## src/rtl/gpio_xfer_sched_pkg.sv

```systemverilog
`default_nettype none
// ============================================================================
// Module   : gpio_cfg_pkg
// Purpose  : Shared definitions for the GPIO pad-configuration scheduler:
//            pad geometry, scheduler state encoding and io_ctrl reset
//            defaults.
// Revision : 1.0 - initial release
// ============================================================================
package gpio_cfg_pkg;

  localparam int NUM_PADS  = 38;
  localparam int CTRL_BITS = 13;
  localparam int PAD_W     = 6;

  // First illegal pad index, already at pad-index width for cheap compares.
  localparam logic [PAD_W-1:0] c_PAD_LIMIT = PAD_W'(NUM_PADS);

  // io_ctrl reset defaults: pads 0-1 belong to the management core.
  localparam logic [CTRL_BITS-1:0] c_CTRL_INIT_MGMT = 13'h1803;
  localparam logic [CTRL_BITS-1:0] c_CTRL_INIT_USER = 13'h0403;

  typedef enum logic [2:0] {
    ST_IDLE      = 3'd0,
    ST_HOLD      = 3'd1,
    ST_START     = 3'd2,
    ST_WAIT_BUSY = 3'd3,
    ST_RUN       = 3'd4
  } sched_state_t;

  function automatic logic [CTRL_BITS-1:0] pad_reset_default(input logic [PAD_W-1:0] pad);
    return (pad < PAD_W'(2)) ? c_CTRL_INIT_MGMT : c_CTRL_INIT_USER;
  endfunction

endpackage
`default_nettype wire

```

## src/rtl/gpio_xfer_sched_if.sv

```systemverilog
`default_nettype none
// ============================================================================
// Module   : gpio_xfer_sched_if
// Purpose  : Write-request bundle for the two pad-configuration requesters.
//            Port A = management SoC wishbone path, port B = housekeeping SPI.
// Ports    : a_valid/a_pad/a_data/a_ready, b_valid/b_pad/b_data/b_ready
//            master = requester side, slave = scheduler side.
// Revision : 1.0 - initial release
// ============================================================================
interface gpio_xfer_sched_if import gpio_cfg_pkg::*; ();

  logic                 a_valid;
  logic [PAD_W-1:0]     a_pad;
  logic [CTRL_BITS-1:0] a_data;
  logic                 a_ready;
  logic                 b_valid;
  logic [PAD_W-1:0]     b_pad;
  logic [CTRL_BITS-1:0] b_data;
  logic                 b_ready;

  modport master (
    output a_valid, a_pad, a_data, b_valid, b_pad, b_data,
    input  a_ready, b_ready
  );

  modport slave (
    input  a_valid, a_pad, a_data, b_valid, b_pad, b_data,
    output a_ready, b_ready
  );

endinterface
`default_nettype wire

```

## src/rtl/gpio_xfer_sched_rr_arb2.sv

```systemverilog
`default_nettype none
// ============================================================================
// Module   : gpio_rr_arb2
// Purpose  : Two-input round-robin arbiter. When both requests are present
//            the requester not granted last time wins. The pointer moves only
//            when a grant is actually taken (accept=1).
// Ports    : clk, resetn, req_a, req_b, accept -> gnt_a, gnt_b
// Revision : 1.0 - initial release
// ============================================================================
module gpio_rr_arb2 (
  input  wire  clk,
  input  wire  resetn,
  input  wire  req_a,
  input  wire  req_b,
  input  wire  accept,
  output logic gnt_a,
  output logic gnt_b
);

  // 0 = A has priority on a tie, 1 = B has priority.
  logic r_prio_b;

  assign gnt_a = req_a & (~req_b | ~r_prio_b);
  assign gnt_b = req_b & (~req_a |  r_prio_b);

  always_ff @(posedge clk or negedge resetn) begin
    if (!resetn) begin
      r_prio_b <= 1'b0;
    end else if (accept & gnt_a) begin
      r_prio_b <= 1'b1;
    end else if (accept & gnt_b) begin
      r_prio_b <= 1'b0;
    end
  end

endmodule
`default_nettype wire

```

## src/rtl/gpio_xfer_sched.sv

```systemverilog
`default_nettype none
// ============================================================================
// Module   : gpio_xfer_sched
// Purpose  : Accepts per-pad control-word writes from two requesters into the
//            io_ctrl register file, coalesces bursts behind a hold-off timer
//            and then pulses xfer_start to the serial loader. Writes are
//            locked out while a shift is in flight.
// Ports    : clk, resetn (async, active-low), req (request bundle, slave),
//            force_xfer, auto_en, xfer_busy,
//            wr_en/wr_pad/wr_data (io_ctrl write, 1-cycle latency),
//            xfer_start, pending, sched_busy, err_pad,
//            wdog_err (only with GPIO_XFER_WDOG_EN).
// Config   : `define GPIO_XFER_WDOG_EN adds the WAIT_BUSY/RUN watchdog.
// Revision : 1.0 - initial release
// ============================================================================
module gpio_xfer_sched
  import gpio_cfg_pkg::*;
#(
  parameter int HOLDOFF = 16
) (
  input  wire                  clk,
  input  wire                  resetn,
  gpio_xfer_sched_if.slave     req,
  input  wire                  force_xfer,
  input  wire                  auto_en,
  output logic                 wr_en,
  output logic [PAD_W-1:0]     wr_pad,
  output logic [CTRL_BITS-1:0] wr_data,
  output logic                 xfer_start,
  input  wire                  xfer_busy,
  output logic                 pending,
  output logic                 sched_busy,
`ifdef GPIO_XFER_WDOG_EN
  output logic                 wdog_err,
`endif
  output logic                 err_pad
);

  localparam logic [7:0] c_HOLD_LOAD = 8'(HOLDOFF - 1);

  sched_state_t         r_state;
  sched_state_t         w_state_nxt;
  logic                 w_gnt_a;
  logic                 w_gnt_b;
  logic                 w_accept_ok;
  logic                 w_hs;
  logic                 w_wr_ok;
  logic                 w_abort;
  logic [PAD_W-1:0]     w_pad;
  logic [CTRL_BITS-1:0] w_data;
  logic [7:0]           r_timer;
  logic                 r_pending;
  logic                 r_err_pad;
  logic                 r_wr_en;
  logic [PAD_W-1:0]     r_wr_pad;
  logic [CTRL_BITS-1:0] r_wr_data;

  gpio_rr_arb2 u_arb (
    .clk    (clk),
    .resetn (resetn),
    .req_a  (req.a_valid),
    .req_b  (req.b_valid),
    .accept (w_accept_ok),
    .gnt_a  (w_gnt_a),
    .gnt_b  (w_gnt_b)
  );

  assign req.a_ready = w_gnt_a & w_accept_ok;
  assign req.b_ready = w_gnt_b & w_accept_ok;
  assign w_hs        = req.a_ready | req.b_ready;
  assign w_pad       = req.a_ready ? req.a_pad  : req.b_pad;
  assign w_data      = req.a_ready ? req.a_data : req.b_data;
  // Out-of-range writes still handshake so the requester is never stuck.
  assign w_wr_ok     = w_hs & (w_pad < c_PAD_LIMIT);

  // ---------------------------------------------------------------- FSM: state
  always_ff @(posedge clk or negedge resetn) begin
    if (!resetn) begin
      r_state <= ST_IDLE;
    end else begin
      r_state <= w_state_nxt;
    end
  end

  // ----------------------------------------------------------- FSM: next state
  // A write landing together with force_xfer still goes out: its io_ctrl
  // update is clocked on the same edge the loader first samples xfer_start.
  always_comb begin
    w_state_nxt = r_state;
    unique case (r_state)
      ST_IDLE: begin
        if (force_xfer)   w_state_nxt = ST_START;
        else if (w_wr_ok) w_state_nxt = ST_HOLD;
      end
      ST_HOLD: begin
        if (force_xfer) w_state_nxt = ST_START;
        else if (!w_wr_ok && (r_timer == 8'd0) && auto_en) w_state_nxt = ST_START;
      end
      ST_START: w_state_nxt = ST_WAIT_BUSY;
      ST_WAIT_BUSY: begin
        if (w_abort)        w_state_nxt = ST_IDLE;
        else if (xfer_busy) w_state_nxt = ST_RUN;
      end
      ST_RUN: begin
        if (w_abort)         w_state_nxt = ST_IDLE;
        else if (!xfer_busy) w_state_nxt = r_pending ? ST_HOLD : ST_IDLE;
      end
      default: w_state_nxt = ST_IDLE;
    endcase
  end

  // --------------------------------------------------------------- FSM: output
  always_comb begin
    w_accept_ok = 1'b0;
    xfer_start  = 1'b0;
    sched_busy  = 1'b1;
    unique case (r_state)
      ST_IDLE: begin
        w_accept_ok = 1'b1;
        sched_busy  = 1'b0;
      end
      ST_HOLD:  w_accept_ok = 1'b1;
      ST_START: xfer_start  = 1'b1;
      default: ;
    endcase
  end

  // Hold-off timer: reloads on every accepted write or on entry to HOLD and
  // parks at zero while auto_en is low.
  always_ff @(posedge clk or negedge resetn) begin
    if (!resetn) begin
      r_timer <= 8'd0;
    end else if (w_wr_ok || ((w_state_nxt == ST_HOLD) && (r_state != ST_HOLD))) begin
      r_timer <= c_HOLD_LOAD;
    end else if ((r_state == ST_HOLD) && (r_timer != 8'd0)) begin
      r_timer <= r_timer - 8'd1;
    end
  end

  // pending is already low during the START cycle: every write accepted so
  // far, including one in the launching cycle, is covered by this shift.
  always_ff @(posedge clk or negedge resetn) begin
    if (!resetn) begin
      r_pending <= 1'b0;
      r_err_pad <= 1'b0;
      r_wr_en   <= 1'b0;
      r_wr_pad  <= '0;
      r_wr_data <= '0;
    end else begin
      if (w_state_nxt == ST_START)  r_pending <= 1'b0;
      else if (w_wr_ok || w_abort)  r_pending <= 1'b1;
      if (w_hs && !w_wr_ok)         r_err_pad <= 1'b1;
      r_wr_en <= w_wr_ok;
      if (w_wr_ok) begin
        r_wr_pad  <= w_pad;
        r_wr_data <= w_data;
      end
    end
  end

`ifdef GPIO_XFER_WDOG_EN
  logic [7:0] r_wdog;
  logic       r_wdog_err;

  // Counter restarts on every state change, so it measures time in the
  // current WAIT_BUSY or RUN visit only.
  assign w_abort = ((r_state == ST_WAIT_BUSY) && !xfer_busy && (r_wdog == 8'd7)) ||
                   ((r_state == ST_RUN)       &&  xfer_busy && (r_wdog == 8'd254));

  always_ff @(posedge clk or negedge resetn) begin
    if (!resetn) begin
      r_wdog     <= 8'd0;
      r_wdog_err <= 1'b0;
    end else begin
      if (w_state_nxt != r_state) r_wdog <= 8'd0;
      else if ((r_state == ST_WAIT_BUSY) || (r_state == ST_RUN)) r_wdog <= r_wdog + 8'd1;
      if (w_abort) r_wdog_err <= 1'b1;
    end
  end

  assign wdog_err = r_wdog_err;
`else
  assign w_abort = 1'b0;
`endif

  assign pending = r_pending;
  assign err_pad = r_err_pad;
  assign wr_en   = r_wr_en;
  assign wr_pad  = r_wr_pad;
  assign wr_data = r_wr_data;

endmodule
`default_nettype wire
```

## src/flat_wrapper.sv

```systemverilog
// flat-port wrapper written by rule: the top's interface ports become plain ports
module gpio_xfer_sched_flat import gpio_cfg_pkg::*;
#(
  parameter int HOLDOFF = 16
)
  (clk, resetn, force_xfer, auto_en, wr_en, wr_pad, wr_data, xfer_start, xfer_busy, pending, sched_busy, err_pad, req_a_valid, req_a_pad, req_a_data, req_b_valid, req_b_pad, req_b_data, req_a_ready, req_b_ready);
  gpio_xfer_sched_if req_i ();
  input  wire clk;
  input  wire resetn;
  input  wire force_xfer;
  input  wire auto_en;
  output logic wr_en;
  output logic [PAD_W-1:0] wr_pad;
  output logic [CTRL_BITS-1:0] wr_data;
  output logic xfer_start;
  input  wire xfer_busy;
  output logic pending;
  output logic sched_busy;
  output logic err_pad;
  input wire logic [$bits(req_i.a_valid)-1:0] req_a_valid;
  input wire logic [$bits(req_i.a_pad)-1:0] req_a_pad;
  input wire logic [$bits(req_i.a_data)-1:0] req_a_data;
  input wire logic [$bits(req_i.b_valid)-1:0] req_b_valid;
  input wire logic [$bits(req_i.b_pad)-1:0] req_b_pad;
  input wire logic [$bits(req_i.b_data)-1:0] req_b_data;
  output wire logic [$bits(req_i.a_ready)-1:0] req_a_ready;
  output wire logic [$bits(req_i.b_ready)-1:0] req_b_ready;
  assign req_i.a_valid = req_a_valid;
  assign req_i.a_pad = req_a_pad;
  assign req_i.a_data = req_a_data;
  assign req_i.b_valid = req_b_valid;
  assign req_i.b_pad = req_b_pad;
  assign req_i.b_data = req_b_data;
  assign req_a_ready = req_i.a_ready;
  assign req_b_ready = req_i.b_ready;
  gpio_xfer_sched #(.HOLDOFF(HOLDOFF)) u_core (.clk(clk), .resetn(resetn), .req(req_i), .force_xfer(force_xfer), .auto_en(auto_en), .wr_en(wr_en), .wr_pad(wr_pad), .wr_data(wr_data), .xfer_start(xfer_start), .xfer_busy(xfer_busy), .pending(pending), .sched_busy(sched_busy), .err_pad(err_pad));
endmodule
```

## config.mk

```make
export PLATFORM = sky130hd
export DESIGN_NAME = gpio_xfer_sched_flat
export DESIGN_NICKNAME = d
export VERILOG_FILES = /design/src/rtl/gpio_xfer_sched_pkg.sv /design/src/rtl/gpio_xfer_sched_if.sv /design/src/rtl/gpio_xfer_sched_rr_arb2.sv /design/src/rtl/gpio_xfer_sched.sv /design/src/flat_wrapper.sv
export SDC_FILE = /design/constraint.sdc
export NUM_CORES = 1
export LEC_CHECK = 0
export CORE_MARGIN = 2
export CORE_UTILIZATION = 44
export DETAILED_ROUTE_END_ITERATION = 6
export PLACE_DENSITY = 0.77
export SYNTH_ARGS = -nofsm -noshare
export SYNTH_HDL_FRONTEND = slang
export SYNTH_SLANG_ARGS = --single-unit
```

## constraint.sdc

```tcl
create_clock -name clk -period 2.44 [get_ports clk]
set_input_delay 0.488 -clock clk [delete_from_list [all_inputs] [get_ports clk]]
set_output_delay 0.488 -clock clk [all_outputs]
set_load 0.02 [all_outputs]
```

==> metrics.csv <==
stage;metric;value;unit
outcome;status;finished clean;
logic_synthesis;post-synth net total;204;
drt;DR vias;1587;
worst_hold_path;hold depth;1;
die;Top Ports;71;
placed_design;Placed Instances;284;
sta;Setup Skew;0.00388;ns
placed_design;Post-DP HPWL;3.57;mm
critical_path;R2R cell count;6;
logic_synthesis;synthesized flop and latch total;34;
cells_and_area;share of cells above drive strength 1;28.5;%
clocking;deepest clock path buffer count;2;
grt;grt total ovfl;0;
drt;DRT Pass-1 Iters;5;
logic_synthesis;syn_area_per_cell;11.8;um^2
sta;fmax;0.431;GHz
critical_path;Arr. time, crit path;2.49;ns
critical_path;Worst EP required;2.61;ns
placed_design;PortBufs;70;
die;Die Wd;69.2;um
grt;first-pass GRT wire length;8.02;mm
grt;total global-route track usage;20.7;%
sta;actual slew at the worst max-slew pin;0.561;ns
cells_and_area;Finished Layout Cells;292;
sta;setup TNS;0;ns
worst_hold_path;hold crit path type;reg -> reg;
clocking;htree depth;2;
cells_and_area;final design area excluding fillers;2770;um^2
drt;final antenna-violating net count;0;
sta;unrepaired setup endpoints after global routing;false;
critical_path;FF-to-FF Start;u_core.r_state[1];
pwr;overall power;3.03;mW
clocking;Reg clk slew, reported paths;0.07;ns
die;Die H;69.2;um
sta;Worst slew margin;62.4;%
die;die area;4780;um^2
drt;initial drt markers;76;
critical_path;startpoint types;input pin;
clocking;CTS tree;yes;
logic_synthesis;Seq/Total Area, Yosys;45.5;%
clocking;post-cts resize count;2;
die;Core Region;4030;um^2
sta;worst setup margin;0.119;ns
grt;vias in the first global route;1645;
cells_and_area;Syn-to-layout area delta;48.2;%
cells_and_area;Antenna diodes;0;
logic_synthesis;Mapped Cells;158;
sta;final hold vios;0;
drt;residual DRC count;0;
logic_synthesis;Post-synth top flop;dfrtp_1;
pwr;worst vdd ir;639;uV
logic_synthesis;number of synthesized flops with an enable pin;0;
worst_hold_path;worst hold start;u_core.err_pad;
grt;antenna violations before repair;0;
die;Initial Utilization;46.4;%
sta;WHS;0.468;ns
logic_synthesis;Mapped Area;1870;um^2
placed_design;Placer Congestion;0.751;
drt;Avg WL per Cell;16.3;um
clocking;CTS sink count;34;
sta;final setup vio count;0;
cells_and_area;# nets final;287;
logic_synthesis;Post-synth ARST share;100;%
critical_path;end of the worst register-to-register path;u_core.wr_pad[4];
grt;largest net degree at the start of global routing;35;
sta;Final min period;2.32;ns
critical_path;CP Max Fanout;16;
logic_synthesis;Yosys Warn Count;0;
critical_path;crit path from;req_b_valid;
cells_and_area;Final Util;68.7;%
pwr;PwrDens;1090;nW/um^2
critical_path;Worst R2R Setup Slack;0.41;ns
clocking;post-CTS setup repair buffer count;0;
sta;Tcrit/Tclk final;95.1;%
placed_design;placed inst area;2690;um^2
critical_path;CP Class;in -> reg;
sta;Final Max Slew Viols;0;
clocking;worst-skew pair later-pin latency;0.28;ns
worst_hold_path;hold path endpoint;u_core.err_pad;
clocking;Root Driver;clkbuf_8;
run;max-cap violations;0;
drt;drt via density;5.43;
die;row cnt;23;
critical_path;CP Capture Type;register;
clocking;CTS Buf Count;5;
logic_synthesis;post-synth cell types;51;
clocking;hold buffer count at cts;0;
placed_design;pre-CTS setup slack;-0.244;ns
pwr;Lkg Pwr;1.19;nW
drt;drt total wl;4.76;mm
-- power breakdown --
part | internal, mW | switching (mW)
Combinational | 0.879 | 0.766
Sequential | 0.801 | 0.153
Clock | 0.228 | 0.203
-- cell usage in the layout (no fill, tap or decap), types with 2 or more instances in the layout --
cell             count
o21a_1               2
clkdlybuf4s50_1     68
mux2i_1              3
nor2b_1              2
clkbuf_8             6
nand2_2              2
a211oi_1             2
o211ai_1             3
dfrtp_1             34
nor3_1               2
and3_1               3
nand3_1              2
a31oi_1              2
a21o_1               2
or3_1                4
buf_4               12
nand2b_1             2
o21ai_0              2
mux2_2              36
nand2_1              6
clkbuf_2             2
nor2_1               7
a211o_1              2
inv_1                6
-- synthesized netlist by cell type, types with 2 or more instances --
library cell  instances  area [um^2]
mux2i_1               3         30.0
inv_1                 6         22.5
dfrtp_1              34          851
a211oi_1              2         15.0
nand3_1               2         10.0
mux2_2               36          405
nor3_1                2         10.0
o21a_1                2         15.0
a211o_1               2         17.5
and3_1                3         18.8
nand2b_1              2         12.5
o211ai_1              3         22.5
a21o_1                2         15.0
a31oi_1               2         12.5
nand2_1               6         22.5
or3_1                 4         25.0
buf_2                 2         10.0
nand2_2               2         12.5
nor2b_1               2         12.5
nor2_1                7         26.3
buf_6                 3         33.8
o21ai_0               2         10.0
-- registers in the layout (all words and copies together), names as in the netlist --
| signal | count |
|---|---|
| u_core.u_arb.r_prio_b | 1 |
| u_core.err_pad | 1 |
| u_core.wr_pad | 6 |
| u_core.wr_en | 1 |
| u_core.r_state | 3 |
| u_core.wr_data | 13 |
| u_core.r_timer | 8 |
| u_core.pending | 1 |
-- critical path: stages --
cell and delay [ns]:
clkdlybuf4s50_1 0.48, or3b_2 0.46, buf_4 0.16, a221o_1 0.29, nand2_2 0.10, buf_12 0.16, mux2_2 0.35
-- cell families after synthesis --
kind of cell / Yosys count / share of synthesized area [%]
multiplexers: 39 / 23.3
buffers and inverters: 13 / 4.15
AND/OR/NAND/NOR: 41 / 13.3
AO/OA/AOI/OAI: 28 / 12.1
adder cells (fa/ha/maj): 1 / 0.670
XOR/XNOR: 2 / 0.938
flip-flops: 34 / 45.5
-- worst max path at each step --
stage	to	slack [ns]	cells after the start
2_1_floorplan	u_core.wr_data[0]	0.46	6
3_3_place_gp	req_b_ready	-0.25	4
3_5_place_dp	req_b_ready	-0.24	4
4_1_cts	req_b_ready	0.02	4
5_1_grt	u_core.wr_data[3]	0.04	7
6_report	u_core.wr_pad[4]	0.12	7
-- layout make-up --
| cell class | instances | area [um^2] |
|---|---|---|
| flip-flops and latches | 34 | 851 |
| multi-input cells | 111 | 940 |
| clock inverters | 1 | 5.00 |
| repair buffers | 83 | 801 |
| clock buffers | 7 | 86.3 |
| fillers | 296 | 1260 |
| inverters | 6 | 22.5 |
| well taps | 50 | 62.6 |
-- layer usage --
metal	part of all wire, %	routed length, um	global-route usage, %
met1	40	1890	24.2
met2	52	2480	36.2
met3	7.0	333	6.29
met4	1.2	55	6.54
met5	0	0	0
Power figures use the tool's default switching activity.
